===== src/rtl/ifetch_buf.sv =====
// Instruction fetch buffer: fetches two words per ROM access into a circular
// queue of {pc, word} entries. Optional stall statistic enabled by IFB_STAT_EN.
module ifetch_buf #(
  parameter int                 WIDTH    = 32,
  parameter int                 AWIDTH   = 30,
  parameter int                 DEPTH    = 4,
  parameter logic [AWIDTH-1:0]  RESET_PC = '0
) (
  input  logic              clk,
  input  logic              rst,
  input  logic              run,
  input  logic              redirect,
  input  logic [AWIDTH-1:0] redirect_pc,
  output logic              cs,
  output logic [AWIDTH-1:0] addr,
  input  logic [WIDTH-1:0]  dout_eve,
  input  logic [WIDTH-1:0]  dout_odd,
  output logic              inst_valid,
  output logic [WIDTH-1:0]  inst,
  output logic [AWIDTH-1:0] inst_pc,
  input  logic              inst_ready,
  output logic [15:0]       stall_cnt
);

  localparam int PW = $clog2(DEPTH);
  localparam int CW = $clog2(DEPTH + 1);
  localparam logic [CW-1:0] FREE2_MAX = CW'(DEPTH - 2);

  typedef enum logic [1:0] {IDLE, FETCH, FULL} state_t;

  state_t            state, state_next;
  logic [AWIDTH-1:0] fetch_pc;
  logic [CW-1:0]     count, count_next, count_after;
  logic [PW-1:0]     rd_ptr, wr_ptr, wr_ptr_1;
  logic              free_ok, push, pop;

  logic [AWIDTH-1:0] pc_mem   [DEPTH];
  logic [WIDTH-1:0]  word_mem [DEPTH];

  assign free_ok  = (count <= FREE2_MAX);
  assign push     = cs;
  assign pop      = inst_valid & inst_ready & ~redirect;
  assign wr_ptr_1 = wr_ptr + PW'(1);

  // NOTE: every always_comb output gets a default first so no path can infer a latch.
  always_comb begin
    count_next = count;
    if (push) count_next = count_next + CW'(2);
    if (pop)  count_next = count_next - CW'(1);
  end

  assign count_after = redirect ? '0 : count_next;

  // The state reflects run and the occupancy that the next cycle will see.
  always_comb begin
    state_next = IDLE;
    cs         = 1'b0;
    if (run) state_next = (count_after <= FREE2_MAX) ? FETCH : FULL;
    unique case (state)
      IDLE:    cs = run & ~redirect & free_ok;
      FETCH:   cs = run & ~redirect;
      FULL:    cs = 1'b0;
      default: cs = 1'b0;
    endcase
    if (rst) cs = 1'b0;
  end

  // NOTE: sequential state uses non-blocking assignments so every register samples pre-edge values.
  always_ff @(posedge clk or posedge rst) begin
    if (rst) state <= IDLE;
    else     state <= state_next;
  end

  always_ff @(posedge clk or posedge rst) begin
    if (rst) begin
      fetch_pc <= RESET_PC;
      count    <= '0;
      rd_ptr   <= '0;
      wr_ptr   <= '0;
    end else if (redirect) begin
      fetch_pc <= redirect_pc;
      count    <= '0;
      rd_ptr   <= '0;
      wr_ptr   <= '0;
    end else begin
      count <= count_next;
      if (push) begin
        wr_ptr   <= wr_ptr + PW'(2);
        fetch_pc <= fetch_pc + AWIDTH'(2);
      end
      if (pop) rd_ptr <= rd_ptr + PW'(1);
    end
  end

  // NOTE: the entry storage has no reset; count gates every read, so stale contents are never visible.
  always_ff @(posedge clk) begin
    if (push) begin
      pc_mem[wr_ptr]     <= fetch_pc;
      word_mem[wr_ptr]   <= dout_eve;
      pc_mem[wr_ptr_1]   <= fetch_pc + AWIDTH'(1);
      word_mem[wr_ptr_1] <= dout_odd;
    end
  end

  assign addr       = fetch_pc;
  assign inst_valid = (count != '0);
  assign inst       = inst_valid ? word_mem[rd_ptr] : '0;
  assign inst_pc    = inst_valid ? pc_mem[rd_ptr]   : '0;

`ifdef IFB_STAT_EN
  logic [15:0] stall_q;

  always_ff @(posedge clk or posedge rst) begin
    if (rst)
      stall_q <= '0;
    else if (run & ~free_ok & ~redirect & (stall_q != 16'hFFFF))
      stall_q <= stall_q + 16'd1;
  end

  assign stall_cnt = stall_q;
`else
  assign stall_cnt = '0;
`endif

endmodule


===== config.mk =====
export PLATFORM = sky130hd
export DESIGN_NAME = ifetch_buf
export DESIGN_NICKNAME = d
export VERILOG_FILES = /design/src/rtl/ifetch_buf.sv
export SDC_FILE = /design/constraint.sdc
export NUM_CORES = 1
export LEC_CHECK = 0
export ABC_AREA = 1
export CORE_MARGIN = 1
export CORE_UTILIZATION = 55
export DETAILED_ROUTE_END_ITERATION = 7
export PLACE_DENSITY = 0.79
export SLEW_MARGIN = 15
export SYNTH_ARGS = -nofsm -noshare
export SYNTH_HDL_FRONTEND = slang
export SYNTH_SLANG_ARGS = --single-unit
export TNS_END_PERCENT = 50

===== constraint.sdc =====
create_clock -name clk -period 5.5 [get_ports clk]
set_input_delay 0.825 -clock clk [delete_from_list [all_inputs] [get_ports clk]]
set_output_delay 0.825 -clock clk [all_outputs]
set_load 0.05 [all_outputs]

==> results.md <==
Critical path:
- The nature of the critical path startpoint is a flop.
- The signal on the critical path passes through inv_2 > buf_4 > o21ai_0 > a21oi_1 > clkdlybuf4s50_1.
- On the worst path, the slowest cell contributes a delay of ~0.86 ns.
- Among all stages on the critical path, the largest delay is contributed by clkdlybuf4s50_1.
- The critical path data arrival time is about 3.8 ns.
- STA classifies the critical path endpoint as an output port.
- The class of the most critical setup path is reg -> out.
- STA puts the critical path data required time at ~4.7 ns.
- The peak fanout along the critical path is 54.

Global route:
- Global routing consumed, over all layers together, 26.3% of the routing resources.
- The overflow left after global routing is 0.
- The global-route wire length before repair is 54900 um.
- Entering global routing, the biggest net connects approximately 160 pins.
- The via count of the first global-routing pass is 10758.
- The number of antenna violations at the first check in global routing is 0.

Yosys:
- The dominant synthesized flop cell is edfxtp_1.
- In this run, synthesis produced a sequential element count of approximately 290.
- The sequential element share of the synthesized area is between 50% and 60%.
- Yosys printed 0 warnings.
- The fraction of synthesized cell area taken by the top area cell type is 51.1%.
- Summing the areas of all fa, ha and maj instances in the mapped netlist gives less than 1% of the synthesized area.
- Synthesis instantiated 34 different standard cells from the library.
- In the synthesized netlist, the cells that appear most often are 282 x nor2_1, 264 x nand2_1, 248 x edfxtp_1.
- The summed instance area of the synthesized netlist is 14600 um^2.
- A synthesized cell averages around 8.9 um^2.
- The post-synthesis xor/xnor area fraction is 1.68%.
- The dominant combinational cell family by area after synthesis is simple AND/OR/NAND/NOR gates.
- The cell count after synthesis came out at approximately 1600.
- The compound-gate portion of the synthesized area is between 10% and 20%.
- After synthesis, the share of flip-flops with an asynchronous set or reset is about an eighth.
- Counting flops with a built-in enable in the synthesized netlist gives approximately 250.
- The simple-gate area share of the yosys netlist is a little under a fifth.
- Summed over all instances, the cell type with the most area after synthesis is edfxtp_1.
- By area the synthesized netlist is led by edfxtp_1 51%, nor2_1 7.3%, nand2_1 6.8%, dfrtp_1 6.5%, o21ai_0 4.7%.
- The leading cell type by number of instances after synthesis is nor2_1.
- The mux contribution to synthesized area is 0%.

Route:
- The routed wire length is roughly 36000 um.
- The post-detailed-route wirelength per cell is around 18 um.
- After detailed routing, the number of vias per cell comes to 5.65.
- The number of remaining DRC errors is 0.
- The number of violations reported at the end of detailed-routing iteration 0 is around 1100.
- The remaining number of nets flagged by the antenna check after routing is 0.
- The pre-antenna-repair detailed-routing pass consisted of 5 iterations.
- The final route contains 11396 vias.

Clock network:
- The source-to-sink clock delay at the later pin of the worst-skew pair is between 0.5 and 0.6 ns.
- In this run, CTS created clock tree buffers numbering 29.
- The clock tree buffer depth is 3.
- The TritonCTS clock tree is done.
- The number of buffers inserted by hold repair at cts is 0.
- The tree built by TritonCTS fans out to roughly 290 sinks.
- In this run the number of H-tree levels came out at 1.
- Post-CTS repair changed the size of 0 cells.
- The clock transition at the registers of the reported paths is ~0.06 ns.
- The root buffer cell is clkbuf_16.
- The setup fix buffers added after clock tree synthesis is 0.

Layout:
- The layout net count is 1762.
- Compared with the post-synthesis result, the final layout area differs by 16.4%.
- In the final layout, the share of cells above drive strength 1 is about 6%.
- Cells fill between 60% and 70% of the core in the end.
- The number of antenna diodes in the final layout is 0.

Floorplan:
- The die covers between 20000 and 30000 um^2.
- The initial utilization of the core area, before any placement, comes to around 56%.
- The horizontal die dimension is between 150 and 200 um.
- The die is about 160 um tall.
- The total core area is 26000 um^2.
- The floorplan has a little under 60 rows.
- The I/O pin count is roughly 210.

Flow run:
- The number of violations of the max-capacitance limit is 0.

Pwr:
- The sum of internal, switching and leakage power is 8.21 mW.
- The maximum VDD drop is ~450 uV.
- The power density over the cells is about 480 nW/um^2.
- In this run the static leakage power is 6.22 nW.

Placement:
- The final HPWL from detailed placement is around 22000 um.
- In this run the tool buffered the top-level ports with about 190 buffer cells.
- The placer's final routability congestion estimate is between 0.9 and 1.

Outcome:
- The run finished with clean final reports.

Worst hold path:
- The min-delay analysis places its worst path in the category reg -> reg.

STA:
- The highest attainable clock frequency is 218 MHz.
- The final clock skew is around 0.010 ns.
- The final number of setup-violating endpoints is 0.
- The total count of max-transition violations in the final report is 0.
- Setup repair after global routing left no endpoint under its margin.
- The clock period minus worst slack is 4.59 ns.
- The final clock period utilization by the worst path is between 80% and 90%.
- At the pin with the least slew margin, the transition time is about 1.0 ns.
- The hold violation count in the final report is 0.
- Headroom to the max-slew limit came out at 33.3%.
==> registers in the layout (all words and copies together) (netlist names) <==
signal / count
word_mem: 128
pc_mem: 120
addr: 30
count: 3
rd_ptr: 2
state: 2
wr_ptr: 1
==> final timing paths <==
check / from / endpoint / slack, ns / depth (start not counted)
setup / recovery: rd_ptr[0] / inst[20] / 0.91 / 5
hold / removal: count[0] / count[0] / 0.58 / 2
setup reg to reg: count[1] / pc_mem[3][27] / 2.95 / 8
hold reg to reg: count[0] / count[0] / 0.58 / 2
max in group asynchronous: rst / rd_ptr[0] / 4.34 / 3
min in group asynchronous: rst / addr[5] / 0.75 / 3
==> routing by layer <==
layer | up-vias | part of all wire (%) | global-route usage (%)
met3 | 89 | 9.0 | 3.82
met1 | 5351 | 40 | 34.0
met5 | - | 0 | 0
li1 | 5377 | - | -
met4 | 0 | 3.4 | 10.1
met2 | 579 | 48 | 44.8
==> cells in the final DEF, fill, tap and decap left out, drive strengths merged <==
cell and instances:
o22ai 2, nand2 268, clkbuf 42, clkinv 8, o221ai 3, nor3 13
nand4 3, a211oi 1, o21ai 247, clkinvlp 3, dfrtp 38, buf 13
a21oi 66, clkdlybuf4s50 192, o21bai 4, o211ai 6, inv 101, edfxtp 248
ha 4, conb 16, nand3 75, nor2 301, xor2 28
==> metrics by stage <==
stage	setup WS, ns	TNS [ns]	instances	hold slack, ns	area [um^2]
after detailed placement	1.38	0	1963	0.560	16100
final	0.915	0	2017	0.579	17000
after floorplan	-0.0607	-7.52	1649	0.484	14600
after global routing	0.763	0	2017	0.603	17000
after global placement	1.42	0	1963	0.517	16100
after CTS	0.923	0	2017	0.574	17000
==> report_power, final <==
part	leakage [nW]	internal [mW]	switching (mW)
Clock	0.409	1.00	0.791
Combinational	3.09	1.05	2.59
Sequential	2.72	2.60	0.180
Total	6.22	4.65	3.56
==> final cells by class <==
class	count	area [um^2]
clock buffers	42	796
clock inverters	12	68.8
fillers	1995	9030
inverters	100	380
multi-input cells	1037	4830
flip-flops and latches	286	8400
well taps	335	419
repair buffers	205	2060
==> kinds of logic (layout without fill, tap and decap cells) <==
| family | count (synthesis) | after routing |
|---|---|---|
| fa+ha+maj | 4 | 4 |
| flops | 286 | 286 |
| other cells | 1 | 16 |
| xor+xnor | 28 | 28 |
| simple gates | 660 | 660 |
| compound gates | 329 | 329 |
| buf+inv | 326 | 359 |
==> critical path, delay by kind of cell (launching register included) <==
kind	cells	cell delay [ns]
buffers and inverters	3	2.14
DFF	1	0.68
AOI/OAI and AO/OA	2	0.38
(Power assumes the default switching activity.)
